### config.mk
export PLATFORM = sky130hd
export DESIGN_NAME = hyper_cmd_seq
export DESIGN_NICKNAME = d
export VERILOG_FILES = /design/src/rtl/hyper_cmd_seq.sv
export SDC_FILE = /design/constraint.sdc
export NUM_CORES = 1
export LEC_CHECK = 0
export CORE_MARGIN = 4
export CORE_UTILIZATION = 55
export CTS_BUF_LIST = sky130_fd_sc_hd__clkbuf_8
export DETAILED_ROUTE_END_ITERATION = 16
export PLACE_DENSITY_LB_ADDON = 0.1
export SYNTH_ARGS = -nofsm -noshare
export SYNTH_HDL_FRONTEND = slang
export SYNTH_SLANG_ARGS = --single-unit
### constraint.sdc
create_clock -name sys_clk_i -period 6.6 [get_ports sys_clk_i]
set_input_delay 1.32 -clock sys_clk_i [delete_from_list [all_inputs] [get_ports sys_clk_i]]
set_output_delay 1.32 -clock sys_clk_i [all_outputs]
set_load 0.02 [all_outputs]
### src/rtl/hyper_cmd_seq.sv
// -----------------------------------------------------------------------------
// hyper_cmd_seq
//
// Queues HyperRAM transfer descriptors and issues them one at a time to the
// HyperBus peripheral over its configuration bus. For each descriptor it writes
// four registers (external address, L2 address, size, trigger). It then waits
// for the end-of-transfer event that matches the transfer direction. An
// optional watchdog abandons a transfer whose event never arrives.
//
// Ports
//   sys_clk_i        clock, rising edge
//   rstn_i           asynchronous active-low reset
//   cmd_valid_i      descriptor valid            (handshake with cmd_ready_o)
//   cmd_ready_o      descriptor FIFO has room
//   cmd_ext_addr_i   HyperRAM byte address
//   cmd_l2_addr_i    L2 start address
//   cmd_size_i       transfer size
//   cmd_rwn_i        1 = read from HyperRAM, 0 = write to HyperRAM
//   cfg_valid_o      config bus request          (handshake with cfg_ready_i)
//   cfg_addr_o       config register index
//   cfg_data_o       config write data
//   cfg_rwn_o        config direction, always 0 (write)
//   cfg_ready_i      config bus accepts request
//   evt_eot_rd_i     read transfer finished      (single-cycle pulse)
//   evt_eot_wr_i     write transfer finished     (single-cycle pulse)
//   busy_o           a descriptor is being issued or awaited
//   done_o           one-cycle pulse, transfer completed
//   timeout_o        one-cycle pulse, transfer abandoned by the watchdog
//   fifo_level_o     descriptors currently queued
//   timeout_lim_i    watchdog limit in WAIT_EOT cycles, 0 disables it
// -----------------------------------------------------------------------------
module hyper_cmd_seq #(
    parameter int DEPTH          = 4,
    parameter int L2_AWIDTH_NOAL = 19,
    parameter int TRANS_SIZE     = 20,
    parameter int TIMEOUT_W      = 16
) (
    input  logic                      sys_clk_i,
    input  logic                      rstn_i,

    input  logic                      cmd_valid_i,
    output logic                      cmd_ready_o,
    input  logic [31:0]               cmd_ext_addr_i,
    input  logic [L2_AWIDTH_NOAL-1:0] cmd_l2_addr_i,
    input  logic [TRANS_SIZE-1:0]     cmd_size_i,
    input  logic                      cmd_rwn_i,

    output logic                      cfg_valid_o,
    output logic [4:0]                cfg_addr_o,
    output logic [31:0]               cfg_data_o,
    output logic                      cfg_rwn_o,
    input  logic                      cfg_ready_i,

    input  logic                      evt_eot_rd_i,
    input  logic                      evt_eot_wr_i,

    output logic                      busy_o,
    output logic                      done_o,
    output logic                      timeout_o,
    output logic [$clog2(DEPTH):0]    fifo_level_o,
    input  logic [TIMEOUT_W-1:0]      timeout_lim_i
);

    localparam int PW = $clog2(DEPTH);
    localparam int LW = PW + 1;
    localparam int EW = 32 + L2_AWIDTH_NOAL + TRANS_SIZE + 1;

    typedef enum logic [2:0] {
        IDLE,
        WR_EXT,
        WR_L2,
        WR_SIZE,
        WR_TRIG,
        WAIT_EOT
    } state_t;

    state_t state, state_n;

    // Descriptor FIFO
    logic [EW-1:0]  fifo_mem [DEPTH];
    logic [PW-1:0]  wr_ptr;
    logic [PW-1:0]  rd_ptr;
    logic [LW-1:0]  level;
    logic           push;
    logic           pop;

    // Descriptor being issued
    logic [31:0]               w_ext;
    logic [L2_AWIDTH_NOAL-1:0] w_l2;
    logic [TRANS_SIZE-1:0]     w_size;
    logic                      w_rwn;

    // Watchdog and completion
    logic [TIMEOUT_W-1:0] wd_cnt;
    logic                 wd_hit;
    logic                 eot_match;
    logic                 done_set;
    logic                 done_q;

    // A full FIFO refuses a push even if the sequencer pops in the same
    // cycle; ready depends only on the registered level.
    assign cmd_ready_o  = (level != LW'(DEPTH));
    assign push         = cmd_valid_i && cmd_ready_o;
    assign pop          = (state == IDLE) && (level != '0);
    assign fifo_level_o = level;

    // ---------------- FIFO storage (data path, not reset) ----------------
    always_ff @(posedge sys_clk_i) begin
        if (push) begin
            fifo_mem[wr_ptr] <= {cmd_ext_addr_i, cmd_l2_addr_i, cmd_size_i, cmd_rwn_i};
        end
    end

    always_ff @(posedge sys_clk_i) begin
        if (pop) begin
            {w_ext, w_l2, w_size, w_rwn} <= fifo_mem[rd_ptr];
        end
    end

    // ---------------- FIFO control ----------------
    // DEPTH is a power of two, so the pointers wrap by natural overflow.
    always_ff @(posedge sys_clk_i or negedge rstn_i) begin
        if (!rstn_i) begin
            wr_ptr <= '0;
            rd_ptr <= '0;
            level  <= '0;
        end else begin
            if (push) wr_ptr <= wr_ptr + PW'(1);
            if (pop)  rd_ptr <= rd_ptr + PW'(1);
            case ({push, pop})
                2'b10:   level <= level + LW'(1);
                2'b01:   level <= level - LW'(1);
                default: level <= level;
            endcase
        end
    end

    // ---------------- Watchdog ----------------
    // Cleared on the trigger handshake so it reads 0 in the first WAIT_EOT
    // cycle and k in the k-th cycle after entry; it saturates at all-ones.
    always_ff @(posedge sys_clk_i or negedge rstn_i) begin
        if (!rstn_i) begin
            wd_cnt <= '0;
        end else if (state == WR_TRIG && cfg_ready_i) begin
            wd_cnt <= '0;
        end else if (state == WAIT_EOT && timeout_lim_i != '0 && wd_cnt != '1) begin
            wd_cnt <= wd_cnt + TIMEOUT_W'(1);
        end
    end

    assign wd_hit    = (timeout_lim_i != '0) && (wd_cnt == timeout_lim_i);
    assign eot_match = w_rwn ? evt_eot_rd_i : evt_eot_wr_i;

    // ---------------- FSM state register ----------------
    always_ff @(posedge sys_clk_i or negedge rstn_i) begin
        if (!rstn_i) begin
            state  <= IDLE;
            done_q <= 1'b0;
        end else begin
            state  <= state_n;
            done_q <= done_set;
        end
    end

    assign done_o    = done_q;
    assign cfg_rwn_o = 1'b0;

    // ---------------- FSM next state and outputs ----------------
    always_comb begin
        state_n     = state;
        cfg_valid_o = 1'b0;
        cfg_addr_o  = 5'd0;
        cfg_data_o  = 32'd0;
        busy_o      = 1'b1;
        done_set    = 1'b0;
        timeout_o   = 1'b0;

        case (state)
            IDLE: begin
                busy_o = 1'b0;
                if (level != '0) state_n = WR_EXT;
            end
            WR_EXT: begin
                cfg_valid_o = 1'b1;
                cfg_addr_o  = 5'd0;
                cfg_data_o  = w_ext;
                if (cfg_ready_i) state_n = WR_L2;
            end
            WR_L2: begin
                cfg_valid_o = 1'b1;
                cfg_addr_o  = 5'd1;
                cfg_data_o  = 32'(w_l2);
                if (cfg_ready_i) state_n = WR_SIZE;
            end
            WR_SIZE: begin
                cfg_valid_o = 1'b1;
                cfg_addr_o  = 5'd2;
                cfg_data_o  = 32'(w_size);
                if (cfg_ready_i) state_n = WR_TRIG;
            end
            WR_TRIG: begin
                cfg_valid_o = 1'b1;
                cfg_addr_o  = 5'd3;
                cfg_data_o  = {30'd0, w_rwn, 1'b1};
                if (cfg_ready_i) state_n = WAIT_EOT;
            end
            WAIT_EOT: begin
                // The matching event wins over a watchdog hit in the same
                // cycle; the opposite-direction event is ignored.
                if (eot_match) begin
                    done_set = 1'b1;
                    state_n  = IDLE;
                end else if (wd_hit) begin
                    timeout_o = 1'b1;
                    state_n   = IDLE;
                end
            end
            default: begin
                state_n = IDLE;
            end
        endcase
    end

endmodule

Word-level counts from Yosys, hierarchy flattened:

Memory sizes are Yosys's and may differ from the RTL's. A register that Yosys moved wholly into a read port is not among the register bits.
Cells that the tools add are included.

* register bits: 27
* bits in writable memories: 288
* input port bits: 94
* output and inout bits: 46
* logic and storage cells: 64
* memories: 1

Memory list
* fifo_mem: words 4, width 72, rd ports 1, clocked after Yosys merged registers in 1, wr ports 1, line 80 `logic [EW-1:0] fifo_mem [DEPTH];`

* add/sub/neg operators: 5
* equal/unequal tests: 16
* multiplexer cells: 23
* reduce and logical (&&, ||, !) cells: 13

Operators with widths (number)
* case mux 32 bit (4 select lines): 1
* two-way mux 16 bit: 2
* two-way mux 3 bit: 7
* case mux 3 bit (6 select lines): 1
* adder 16 x 1 -> 16 bit (second input constant): 1
* == test 16 bit: 1
* != test 16 bit (second input constant): 1
* nonzero test 16 bit: 1
* two-way mux 1 bit: 10
* != test 2 bit (second input constant): 4
* == test 3 x 2 -> 1 bit (second input constant): 2
* == test 3 bit (second input constant): 2
* logical AND 1 bit: 6
* != test 3 bit (second input constant): 2
* case mux 2 bit (3 select lines): 1
* case mux 3 bit (2 select lines): 1
* AND reduction 6 bit: 1
* adder 2 x 1 -> 2 bit (second input constant): 2
* nonzero test 2 bit: 2
* OR reduction 4 bit: 1
* adder 3 x 1 -> 3 bit (second input constant): 1
* == test 3 x 1 -> 1 bit (second input constant): 1
* zero test 3 bit: 1
* nonzero test 3 bit: 1
* 4 further kinds: 4

Depth between registers and ports, before layout:

* depth after elaboration: 5
* gate-level depth with buffers: 10
* gate-level depth less buffers: 10

Worst setup path before layout:

No wires, ideal clock.

* path type: register -> register
* start: register state[0]
* end: register level[2] (netlist: fifo_level_o[2])
* setup time: 0.080 ns
* arrival: 5.613 ns
* required time: 6.520 ns
* path slack: 0.908 ns
* stages on the path, launching flop included: 10
* path buffers: 1
* clock period less this slack: 5.692 ns
* path through: dfrtp_1 clkbuf_1 or3_1 nor2_1 ha_1 inv_1 fa_1 xor2_1 nor2_1 xor2_1

* word-level cells in the longest chain between the ends: 4
* elaborated cells between the ends (all ways): 6
* those cells by class: eq/ne: 2; mux: 1; reduce/logical: 3

RTL lines
* start: declaration: line 77 `state_t state, state_n;`
* start signal: assignment: line 160 `state <= state_n;`
* zero test 3 bit *: line 104 `assign pop = (state == IDLE) && (level != '0);`
* logical AND 1 bit *: line 104
* net pop: line 85 `logic pop;`
* == test 2 x 1 -> 1 bit / == test 2 bit (equally long branches): line 130 `case ({push, pop})`
* case mux 3 bit (2 select lines) / nonzero test 2 bit (equally long branches)
* end signal: assignment: line 131 `2'b10: level <= level + LW'(1);`
* end signal: assignment: line 132 `2'b01: level <= level - LW'(1);`
* end signal: assignment: line 133 `default: level <= level;`
* end: declaration: line 83 `logic [LW-1:0] level;`

The timed path passes the listed nets; every way through them passes the cells marked *.
A chain may end at the register's enable or synchronous reset.

Worst setup path after layout:

* start: register state[0]
* end: output port cfg_data_o[20]

* word-level cells in the longest chain between the ends: 2
* elaborated cells between the ends (all ways): 5
* those cells by class: eq/ne: 4; mux: 1

RTL lines
* == test 3 bit, or another cell as far along: line 178 `case (state)`
* case mux 32 bit (4 select lines) *: line 178
* end: declaration: line 50 `output logic [31:0] cfg_data_o,`

Every way passes the cells marked *; elsewhere a longest branch is shown, timed or not.

==> impl_metrics.tcl <==
set metrics [dict create \
    ioPinCount 140 \
    syn_area_sq_um 14920 \
    grt_pass1_wl_um 45770 \
    p_total_mw 8.059 \
    path_clk_slew_ps 60 \
    core_sq_um 26800 \
    hold_depth 1 \
    clock_sinks 387 \
    die_height_um 172.7 \
    drive_gt1_frac 0.1950 \
    reg2reg_slack_ps 3780 \
    syn_area_per_cell_sq_um 20.41 \
    synth-seq-area-share 0.7697 \
    max_freq_mhz 210.8 \
    vias 7463 \
    wirelength_um 29290 \
    slew_violations 0 \
    hold_viol_final 0 \
    port_buffers 135 \
    arrival_ps 3420 \
    overflow 0 \
    dieArea_sq_um 29830 \
    rsz0062_at_grt "no" \
    synthTopCellsByArea "edfxtp_1 (72%), mux4_2 (11%), dfrtp_1 (4.5%)" \
    gp_congestion 0.8972 \
    clkPwrFrac 0.231 \
    worstSkewPairLatency_ps 590 \
    reg2reg_depth 5 \
    synth_most_common_cell "edfxtp_1" \
    finClkSkew_ps 17.17 \
    crit_chain "nand2b_1, nor2_1, and2_1, clkdlybuf4s50_1" \
    viasPerCell 5.758 \
    async_flop_share 0.06977 \
    synthCells 731 \
    yosysTopAreaCell "edfxtp_1" \
    grt_max_degree 75 \
    combPwrFrac 0.284 \
    grt_pass1_vias 8093 \
    post_cts_resized 0 \
    yosysTopAreaCellShare 0.7245 \
    antenna_found_initial 2 \
    fin_crit_sh 0.7188 \
    crit_buf_inv 1 \
    cts_made_buffers 61 \
    num_rows 60 \
    track_usage 0.1970 \
    worstPathRequired_ps 5280 \
    yosys_warnings 0 \
    start_util 0.5568 \
    regArea_sq_um 11490 \
    cpPeakStageDelay_ps 1000 \
    leakagePower_nw 5.995 \
    vdd_drop_max_mv 0.3023 \
    critical_path.max_fanout 29 \
    start_kind "flop" \
    dp_slack_ps 1904 \
    cts_buffer_depth 3 \
    htreeDepth 2 \
    worst-setup-path-type "reg2out" \
    multi_input_area_sq_um 3249 \
    pwr-share-seq 0.485 \
    layout_min_cycle_time_ps 4744 \
    fin_ws_ps 1856 \
    fin_setup_tns_ps 0 \
    drtIter0Drc 614 \
    cts_tree "done" \
    wire_per_inst_um 22.60 \
    post_cts_buffers 0 \
    synthTopCellsByCount "edfxtp_1 (360), mux4_2 (72), nor2_1 (31), dfrtp_1 (27)" \
    tightestPinTransition_ps 1140 \
    min_path_type "reg2reg" \
    power_density_nw_per_um2 453.5 \
    layout.nets 1007 \
    switching_share 0.3066 \
    slew_headroom 0.2344 \
    area_delta_synth_final_pct 19.09 \
    switching_power_mw 2.471 \
    status "complete, no violations" \
    dr.pass1.iters 5 \
    setup_viol 0 \
    drc_errors 0 \
    p_int_mw 5.588 \
    die_x_um 172.7 \
    synth_seq_cells 387 \
    dp_hpwl_um 17360 \
    cts_root_buffer "clkbuf_8" \
    maxCapViolCount 0 \
    crit_family "simple AND/OR/NAND/NOR gates" \
    synth_edf_count 360 \
    synth_ff_type "edfxtp_1" \
    cp_slowest_cell "dfrtp_1" \
    synth.distinct_cells 51 \
    cts_hold_buf 0 \
    end_kind "output pin" \
    fillers 1794 \
    crit_cells 4 \
    ant_nets 0 \
]
[through the flow]
stage	cells	util	hold WS (ps)	area, sq um
4_1_cts	1295	0.6630	529.5	17770
3_3_place_gp	1184	0.6206	500.3	16630
5_1_grt	1296	0.6631	550.0	17770
6_report	1296	0.6631	533.5	17770
2_1_floorplan	734	-	518.6	14930
3_5_place_dp	1184	0.6206	517.7	16630
[layout by cell type (no fill, tap or decap), types with 4 or more instances in the layout]
master,instances
nand2_1,15
edfxtp_1,360
xor2_1,19
a21oi_1,9
nand3_1,10
clkinv_1,17
nor2_1,30
and3_4,4
clkdlybuf4s50_1,135
conb_1,4
buf_4,10
inv_1,28
clkbuf_8,65
o31ai_1,7
dfrtp_1,25
mux4_2,72
and2_1,14
clkinv_2,8
mux2_2,18
nand4_1,5
ha_1,6
a22oi_1,19
mux2i_1,5
nor4_1,9
xnor2_1,7
nor3_1,4
o21ai_0,7
[area by class of cell]
cell class                 count  area share
sequential                   387      0.6468
tap                          341     0.02401
clock inverter                46     0.01352
antenna                        1   0.0001408
timing repair buffer         145     0.08026
multi-input combinational    301      0.1828
inverter                      10    0.002112
clock buffer                  65     0.05034
[metal layers]
layer,track usage,share of wire
met1,0.2724,0.43
met2,0.3261,0.49
met3,0.04504,0.063
met4,0.04855,0.014
met5,0,0.00048
[power groups by stage]
stage	logic, mW	registers (mW)	clock network (mW)
4_1_cts	2.34	3.92	1.91
3_5_place_dp	2.32	3.96	0
2_1_floorplan	1.62	3.73	0
3_3_place_gp	2.29	3.94	0
6_report	2.29	3.91	1.86
5_1_grt	2.47	3.98	2.03
[cells by family (layout without fill, tap and decap cells)]
group           Yosys count  in the layout  synth area share
fa+ha+maj                 7              7          0.006373
flops                   387            387            0.7697
other cells               1              5         0.0002513
buf+inv                  46            266           0.01509
simple gates            110            110           0.03991
compound gates           59             59           0.02776
xor+xnor                 26             26           0.01526
mux                      95             95            0.1256
[final timing paths]
path                                             start                           to
max                               state[0]$_DFFE_PN0P_               cfg_data_o[20]
min                        fifo_level_o[0]$_DFFE_PN0P_  fifo_level_o[0]$_DFFE_PN0P_
max reg2reg                       state[0]$_DFFE_PN0P_        rd_ptr[1]$_DFFE_PN0P_
min reg2reg                fifo_level_o[0]$_DFFE_PN0P_  fifo_level_o[0]$_DFFE_PN0P_
max in group asynchronous                       rstn_i        rd_ptr[0]$_DFFE_PN0P_
min in group asynchronous                       rstn_i        wd_cnt[8]$_DFFE_PN0P_
[state kept, by name, indices dropped and copies added (netlist names)]
name          flops
fifo_level_o      3
w_rwn             1
done_o            1
w_l2             19
w_ext            32
wd_cnt           16
wr_ptr            2
state             3
w_size           20
fifo_mem        288
rd_ptr            2
[worst register-to-register path: stages (launching register included)]
cell and delay [ps]:
dfrtp_1 750, or3_1 600, nor2_4 140, buf_4 810
nand2_1 190, xnor2_1 180
(Power assumes the default switching activity.)
